**config.mk**
```make
export PLATFORM = sky130hd
export DESIGN_NAME = osnt_ipg_monitor
export DESIGN_NICKNAME = d
export VERILOG_FILES = /design/src/rtl/osnt_ipg_monitor.sv
export SDC_FILE = /design/constraint.sdc
export NUM_CORES = 2
export LEC_CHECK = 0
export CAP_MARGIN = 20
export CELL_PAD_IN_SITES_DETAIL_PLACEMENT = 1
export CELL_PAD_IN_SITES_GLOBAL_PLACEMENT = 2
export CORE_AREA = 2 2 605 607
export CTS_CLUSTER_SIZE = 30
export DETAILED_ROUTE_END_ITERATION = 6
export DIE_AREA = 0 0 607 609
export PLACE_DENSITY_LB_ADDON = 0.1
export SLEW_MARGIN = 20
export SYNTH_ARGS = -nofsm -noshare
export SYNTH_HDL_FRONTEND = slang
export SYNTH_SLANG_ARGS = --single-unit
```
**constraint.sdc**
```tcl
create_clock -name axis_aclk -period 88.8 [get_ports axis_aclk]
set_input_delay 17.76 -clock axis_aclk [delete_from_list [all_inputs] [get_ports axis_aclk]]
set_output_delay 17.76 -clock axis_aclk [all_outputs]
set_load 0.05 [all_outputs]
```
**src/rtl/osnt_ipg_monitor.sv**
```systemverilog
// =============================================================================
// Module      : osnt_ipg_monitor
// Description : Measures the inter-packet gap (SOP to SOP, in clock cycles) of
//               an AXI4-Stream, stamps it into tuser of the SOP beat through a
//               one-deep register slice, and keeps gap/packet statistics.
//               Statistics (gap_min, gap_max, pkt_cnt) are built only when the
//               macro IPG_MON_STATS_EN is defined; otherwise they read as 0.
// Revision    : 1.0 - initial release
// =============================================================================
`default_nettype none

module osnt_ipg_monitor #(
    parameter int C_S_AXIS_DATA_WIDTH   = 512,
    parameter int C_S_AXIS_TUSER_WIDTH  = 128,
    parameter int C_TUSER_TIMESTAMP_POS = 32,
    parameter int C_S_AXI_DATA_WIDTH    = 32
) (
    input  logic                                 axis_aclk,
    input  logic                                 axis_areset,

    input  logic [C_S_AXIS_DATA_WIDTH-1:0]       s_axis_tdata,
    input  logic [C_S_AXIS_DATA_WIDTH/8-1:0]     s_axis_tkeep,
    input  logic [C_S_AXIS_TUSER_WIDTH-1:0]      s_axis_tuser,
    input  logic                                 s_axis_tvalid,
    input  logic                                 s_axis_tlast,
    output logic                                 s_axis_tready,

    output logic [C_S_AXIS_DATA_WIDTH-1:0]       m_axis_tdata,
    output logic [C_S_AXIS_DATA_WIDTH/8-1:0]     m_axis_tkeep,
    output logic [C_S_AXIS_TUSER_WIDTH-1:0]      m_axis_tuser,
    output logic                                 m_axis_tvalid,
    output logic                                 m_axis_tlast,
    input  logic                                 m_axis_tready,

    input  logic                                 sw_rst,
    input  logic                                 ipg_en,
    output logic [C_S_AXI_DATA_WIDTH-1:0]        gap_last,
    output logic [C_S_AXI_DATA_WIDTH-1:0]        gap_min,
    output logic [C_S_AXI_DATA_WIDTH-1:0]        gap_max,
    output logic [C_S_AXI_DATA_WIDTH-1:0]        pkt_cnt
);

    localparam logic [31:0] c_all_ones = 32'hFFFF_FFFF;

    logic [31:0]                         r_cyc;
    logic [31:0]                         r_sop_ts;
    logic [31:0]                         r_gap_last;
    logic                                r_first_seen;
    logic                                r_in_pkt;

    logic [C_S_AXIS_DATA_WIDTH-1:0]      r_m_tdata;
    logic [C_S_AXIS_DATA_WIDTH/8-1:0]    r_m_tkeep;
    logic [C_S_AXIS_TUSER_WIDTH-1:0]     r_m_tuser;
    logic                                r_m_tvalid;
    logic                                r_m_tlast;

    logic                                w_s_tready;
    logic                                w_accept;
    logic                                w_sop;
    logic                                w_eop;
    logic                                w_gap_valid;
    logic [31:0]                         w_gap;
    logic [C_S_AXIS_TUSER_WIDTH-1:0]     w_tuser;

    assign w_s_tready  = ~r_m_tvalid | m_axis_tready;
    assign w_accept    = s_axis_tvalid & w_s_tready;
    assign w_sop       = w_accept & ~r_in_pkt;
    assign w_eop       = w_accept & s_axis_tlast;

    // A SOP coinciding with sw_rst is treated as the first packet after clear.
    assign w_gap_valid = r_first_seen & ~sw_rst;
    assign w_gap       = w_gap_valid ? (r_cyc - r_sop_ts) : 32'd0;

    always_comb begin
        w_tuser = s_axis_tuser;
        if (w_sop && ipg_en) begin
            w_tuser[C_TUSER_TIMESTAMP_POS +: 32] = w_gap;
        end
    end

    // Free-running cycle counter; modulo-2^32 subtraction handles wrap.
    always_ff @(posedge axis_aclk or posedge axis_areset) begin
        if (axis_areset) begin
            r_cyc <= 32'd0;
        end else begin
            r_cyc <= r_cyc + 32'd1;
        end
    end

    always_ff @(posedge axis_aclk or posedge axis_areset) begin
        if (axis_areset) begin
            r_in_pkt     <= 1'b0;
            r_first_seen <= 1'b0;
            r_sop_ts     <= 32'd0;
            r_gap_last   <= 32'd0;
        end else begin
            if (w_accept) begin
                r_in_pkt <= ~s_axis_tlast;
            end

            if (w_sop) begin
                r_sop_ts     <= r_cyc;
                r_first_seen <= 1'b1;
            end else if (sw_rst) begin
                r_first_seen <= 1'b0;
            end

            if (sw_rst) begin
                r_gap_last <= 32'd0;
            end else if (w_sop && r_first_seen) begin
                r_gap_last <= w_gap;
            end
        end
    end

    always_ff @(posedge axis_aclk or posedge axis_areset) begin
        if (axis_areset) begin
            r_m_tvalid <= 1'b0;
            r_m_tdata  <= '0;
            r_m_tkeep  <= '0;
            r_m_tuser  <= '0;
            r_m_tlast  <= 1'b0;
        end else if (w_s_tready) begin
            r_m_tvalid <= s_axis_tvalid;
            if (s_axis_tvalid) begin
                r_m_tdata <= s_axis_tdata;
                r_m_tkeep <= s_axis_tkeep;
                r_m_tuser <= w_tuser;
                r_m_tlast <= s_axis_tlast;
            end
        end
    end

    assign s_axis_tready = w_s_tready;
    assign m_axis_tvalid = r_m_tvalid;
    assign m_axis_tdata  = r_m_tdata;
    assign m_axis_tkeep  = r_m_tkeep;
    assign m_axis_tuser  = r_m_tuser;
    assign m_axis_tlast  = r_m_tlast;
    assign gap_last      = r_gap_last;

`ifdef IPG_MON_STATS_EN
    logic [31:0] r_gap_min;
    logic [31:0] r_gap_max;
    logic [31:0] r_pkt_cnt;

    always_ff @(posedge axis_aclk or posedge axis_areset) begin
        if (axis_areset) begin
            r_gap_min <= c_all_ones;
            r_gap_max <= 32'd0;
            r_pkt_cnt <= 32'd0;
        end else if (sw_rst) begin
            r_gap_min <= c_all_ones;
            r_gap_max <= 32'd0;
            r_pkt_cnt <= 32'd0;
        end else begin
            if (w_sop && r_first_seen) begin
                if (w_gap < r_gap_min) begin
                    r_gap_min <= w_gap;
                end
                if (w_gap > r_gap_max) begin
                    r_gap_max <= w_gap;
                end
            end
            if (w_eop && (r_pkt_cnt != c_all_ones)) begin
                r_pkt_cnt <= r_pkt_cnt + 32'd1;
            end
        end
    end

    assign gap_min = r_gap_min;
    assign gap_max = r_gap_max;
    assign pkt_cnt = r_pkt_cnt;
`else
    assign gap_min = '0;
    assign gap_max = '0;
    assign pkt_cnt = '0;
`endif

endmodule

`default_nettype wire

```
# ---- Word level (Yosys, flattened, before mapping)
# Cells that the tools add are included.
dict set report totals {
  word_cells 31
  regBits 804
  in_bits 711
}
dict set report op_classes {
  bitwise_logic 8
  mux 6
  n_addsub 2
  n_reduce_logical 5
}
# cell n
set ops {}
lappend ops {{2-to-1 mux 32 bit} 4}
lappend ops {{adder 32 x 1 -> 32 bit (second input constant)} 1}
lappend ops {{subtractor 32 bit} 1}
lappend ops {{NOT 1 bit} 4}
lappend ops {{nonzero test 2 bit} 2}
lappend ops {{AND 1 bit} 3}
lappend ops {{logical AND 1 bit} 2}
lappend ops {{2-to-1 mux 1 bit} 2}
lappend ops {{AND reduction 2 bit} 1}
lappend ops {{bitwise OR 1 bit} 1}

# ---- Logic depth before layout (Yosys ltp)
dict set report logic_depth {
  depth_word 7
  depth_mapped 10
  mapped_depth_nobuf 10
}

# ---- Least setup slack after synthesis
# No wires, ideal clock.
dict set report synth_path {
  path_kind {in2out}
  startpoint {in m_axis_tready}
  endpoint {out s_axis_tready}
  required_ps 71040
  cell_stages 1
  path_slack_ps 52823
  t_arrival_ps 18217
  cell_sequence {nand2b_1}
}
dict set report synth_between {
  elab_chain_len 1
}
# element line
set synth_lines {}
lappend synth_lines {{from (decl)} 33} ;# input logic m_axis_tready,
lappend synth_lines {{bitwise OR 1 bit} 65} ;# assign w_s_tready = ~r_m_tvalid | m_axis_tready;
lappend synth_lines {{to (decl)} 26} ;# output logic s_axis_tready,
# Every way passes these cells.

# ---- Worst setup path after layout
# Ends and elaborated chain as after synthesis.

==> results.cfg <==
[run_status]
status = completed

[global_routing]
grt_usage = 0.134
grt_pass1_vias = 32900
overflow = 0
grtUsageMet3 = 0.0421
use_met2 = 0.236
antenna_found_initial = 154
grt_pass1_wl_microns = 333000
met1_usage = 0.159
grt.busiest_layer = met2
grt_max_degree = 170

[place]
dp_cells = 9837
pre_cts_ws_ns = 51.03
dpl.hpwl_microns = 201000
placed_area_sq_um = 52900
place_congestion = 0.790
numPortBuffers = 1449

[setup_path]
rr_worst_depth = 7
worstPathRequired_ns = 71.04
crit_path_end_kind = output port
arrival_ns = 19.94
path_cells = clkdlybuf4s50_1, nand2b_1, clkdlybuf4s50_1
cp_num_buf_inv = 2
cp_max_fo = 5
reg2reg_to = m_axis_tkeep[36]$_DFFE_PP0P_
cpPeakStageDelay_ns = 0.90
critPathLaunchType = input port
reg2reg_from = m_axis_tvalid$_DFFE_PP0N_
crit_type = input port to output port
cpMostUsedCell = clkdlybuf4s50_1
critPathTopFamily = buffers and inverters
rrSetupSlack_ns = 84.53
crit_slowest_cell = clkdlybuf4s50_1

[sta]
fin_tns_setup_ns = 0
maxSlewHeadroom = 0.253
clock_skew_ns = 0.0395
setup_viol = 0
rsz0062_at_grt = no
finalHoldViolCount = 0
fin_crit_ns = 37.70
slew_violations = 0
period_share = 0.425
fin_ws_ns = 51.10
tightest_slew_ns = 1.12
fmax_ghz = 0.0265

[routing]
ant_nets = 0
route.detailed.drc = 0
wl_per_cell_microns = 25.2
totalWireLength_microns = 255000
num_vias = 31200
drt_iter0_drc = 1230
first_pass_iters = 4
routed_via_density = 3.09

[synthesis]
synth_edf_count = 0
synthCells = 3724
synth.yosys.warnings = 0
async_flop_share = 1.00
synth_top_cell_area_share = 0.608
ys_seq_elements = 804
avgSynthCellArea_sq_um = 8.89
syn_area_sq_um = 33100
seq_area_frac_synth = 0.608
ys_top_cells_by_area = dfrtp_1 61%, nand2_1 24%, buf_4 2.2%
synth_ff_type = dfrtp_1
netlist-cell-type-count = 79
synth_largest_area_cell = dfrtp_1

[clocking]
cts_setup_buffers = 0
ctsResizeCount = 0
clk_latency_ns = 0.80
cts_tree = yes
cts_buffers = 137
root_buffer = clkbuf_16
cts.sinks = 804
cts_max_path_buffers = 4
clk_pin_slew_ns = 0.05
cts_max_level = 4
postCtsHoldBufs = 0

[cells_and_area]
layout.nets = 5905
postLayoutCellArea_sq_um = 57400
mostFrequentLayoutCells = 2,156 x nand2_1, 1,449 x clkdlybuf4s50_1, 804 x dfrtp_1
final_util = 0.158
area_delta_synth_final_pct = 73.5
final_cells = 10100
final_common_cell = nand2_1
drive_above_1_share = 0.0516

[floorplanning]
start_util = 0.0909
ios = 1546
die_w_microns = 607
core.rowCount = 222
die_area_sq_um = 370000
die_h_microns = 609
core_area_sq_um = 364000

[worst_hold_path]
worstHoldPathType = flip-flop to flip-flop
hold_path_end = m_axis_tdata[482]$_DFFE_PP0P_
worstHoldStart = m_axis_tdata[482]$_DFFE_PP0P_
holdPathStages = 2

[pwr]
ir_drop_v = 0.0000111
leakage_nw = 25.8
power.density_nw_per_um2 = 24.7

[job]
drv_cap = 0
-- cell usage after synthesis, types with 3 or more instances --
cell,instances
buf_1,5
and4_1,3
and2_1,5
a311oi_1,3
xnor2_1,37
and3_1,18
nor2_1,23
a22oi_1,5
o2bb2ai_1,8
o21bai_1,6
o31ai_2,3
a22o_1,8
nand2_1,2157
inv_1,47
o211ai_1,3
o21ai_1,5
nand2b_1,8
o31ai_1,13
buf_2,9
nand3_1,15
o21a_1,8
nand4_1,13
a21o_1,9
nor2b_1,6
o31a_1,3
ha_1,33
xor2_1,16
a21oi_1,35
nor3_1,9
buf_4,97
o21ai_0,65
or3_1,7
clkbuf_1,169
dfrtp_1,804
mux2i_1,12
-- registers in the layout, summed over array words and instances, names as in the netlist --
| signal | cells |
|---|---|
| m_axis_tvalid | 1 |
| r_cyc | 32 |
| r_sop_ts | 32 |
| m_axis_tkeep | 64 |
| m_axis_tdata | 512 |
| gap_last | 32 |
| m_axis_tlast | 1 |
| m_axis_tuser | 128 |
| r_first_seen | 1 |
| r_in_pkt | 1 |
-- worst max path at each step --
| stage | slack, ns | cells after the start | startpoint | end |
|---|---|---|---|---|
| final | 51.10 | 3 | m_axis_tready | s_axis_tready |
| after global routing | 51.04 | 3 | m_axis_tready | s_axis_tready |
| after CTS | 51.02 | 3 | m_axis_tready | s_axis_tready |
| after detailed placement | 51.03 | 3 | m_axis_tready | s_axis_tready |
| after global placement | 51.01 | 3 | m_axis_tready | s_axis_tready |
| after floorplan | 48.46 | 1 | axis_areset | gap_last[0]$_DFFE_PP0P_ |
-- power by group --
| group | internal [mW] | switching (mW) | total, mW |
|---|---|---|---|
| Combinational | 0.127 | 0.300 | 0.427 |
| Clock | 0.330 | 0.221 | 0.551 |
| Sequential | 0.411 | 0.0275 | 0.439 |
| Total | 0.868 | 0.549 | 1.42 |
-- worst reg2reg max path, cell delays in order (launching register included) --
cell and delay [ns]:
dfrtp_1 0.43, nand2b_1 0.37, and2_4 0.61, buf_12 0.57
buf_4 0.90, buf_4 0.79, nand2_1 0.39, nand2_1 0.15
-- area by class of cell --
| class | instances | area, sq um |
|---|---|---|
| antenna | 19 | 47.5 |
| sequential | 804 | 20100 |
| multi-input combinational | 2686 | 11700 |
| clock inverter | 22 | 284 |
| timing repair buffer | 1484 | 14900 |
| clock buffer | 213 | 4150 |
| tap | 4816 | 6030 |
| fill | 42400 | 306000 |
| inverter | 47 | 184 |
-- stage by stage --
step / power [mW] / hold slack (ns)
finish: 1.42 / 0.469
global route: 1.49 / 0.492
CTS: 1.47 / 0.476
detailed placement: 0.885 / 0.461
global placement: 0.885 / 0.459
floorplan: 0.676 / 0.477
-- metal layers --
| metal | wire (microns) | vias up | part of all wire |
|---|---|---|---|
| li1 | - | 14300 | - |
| met1 | 105000 | 15500 | 0.41 |
| met2 | 126000 | 976 | 0.50 |
| met3 | 18100 | 375 | 0.071 |
| met4 | 4610 | 78 | 0.018 |
| met5 | 504 | - | 0.0020 |
-- kinds of logic (layout without fill, tap and decap cells) --
group                      after synthesis  in the layout  share of synthesized area
AOI/OAI and AO/OA                      209            209                     0.0439
xor gates and xnor gates                53             53                     0.0140
adders and majority gates               34             34                     0.0131
buffers and inverters                  329           1766                     0.0491
DFF                                    804            804                      0.608
muxes                                   14             14                    0.00431
other                                    1            115                   0.000113
and+or+nand+nor                       2280           2280                      0.267
(Power assumes the default switching activity.)
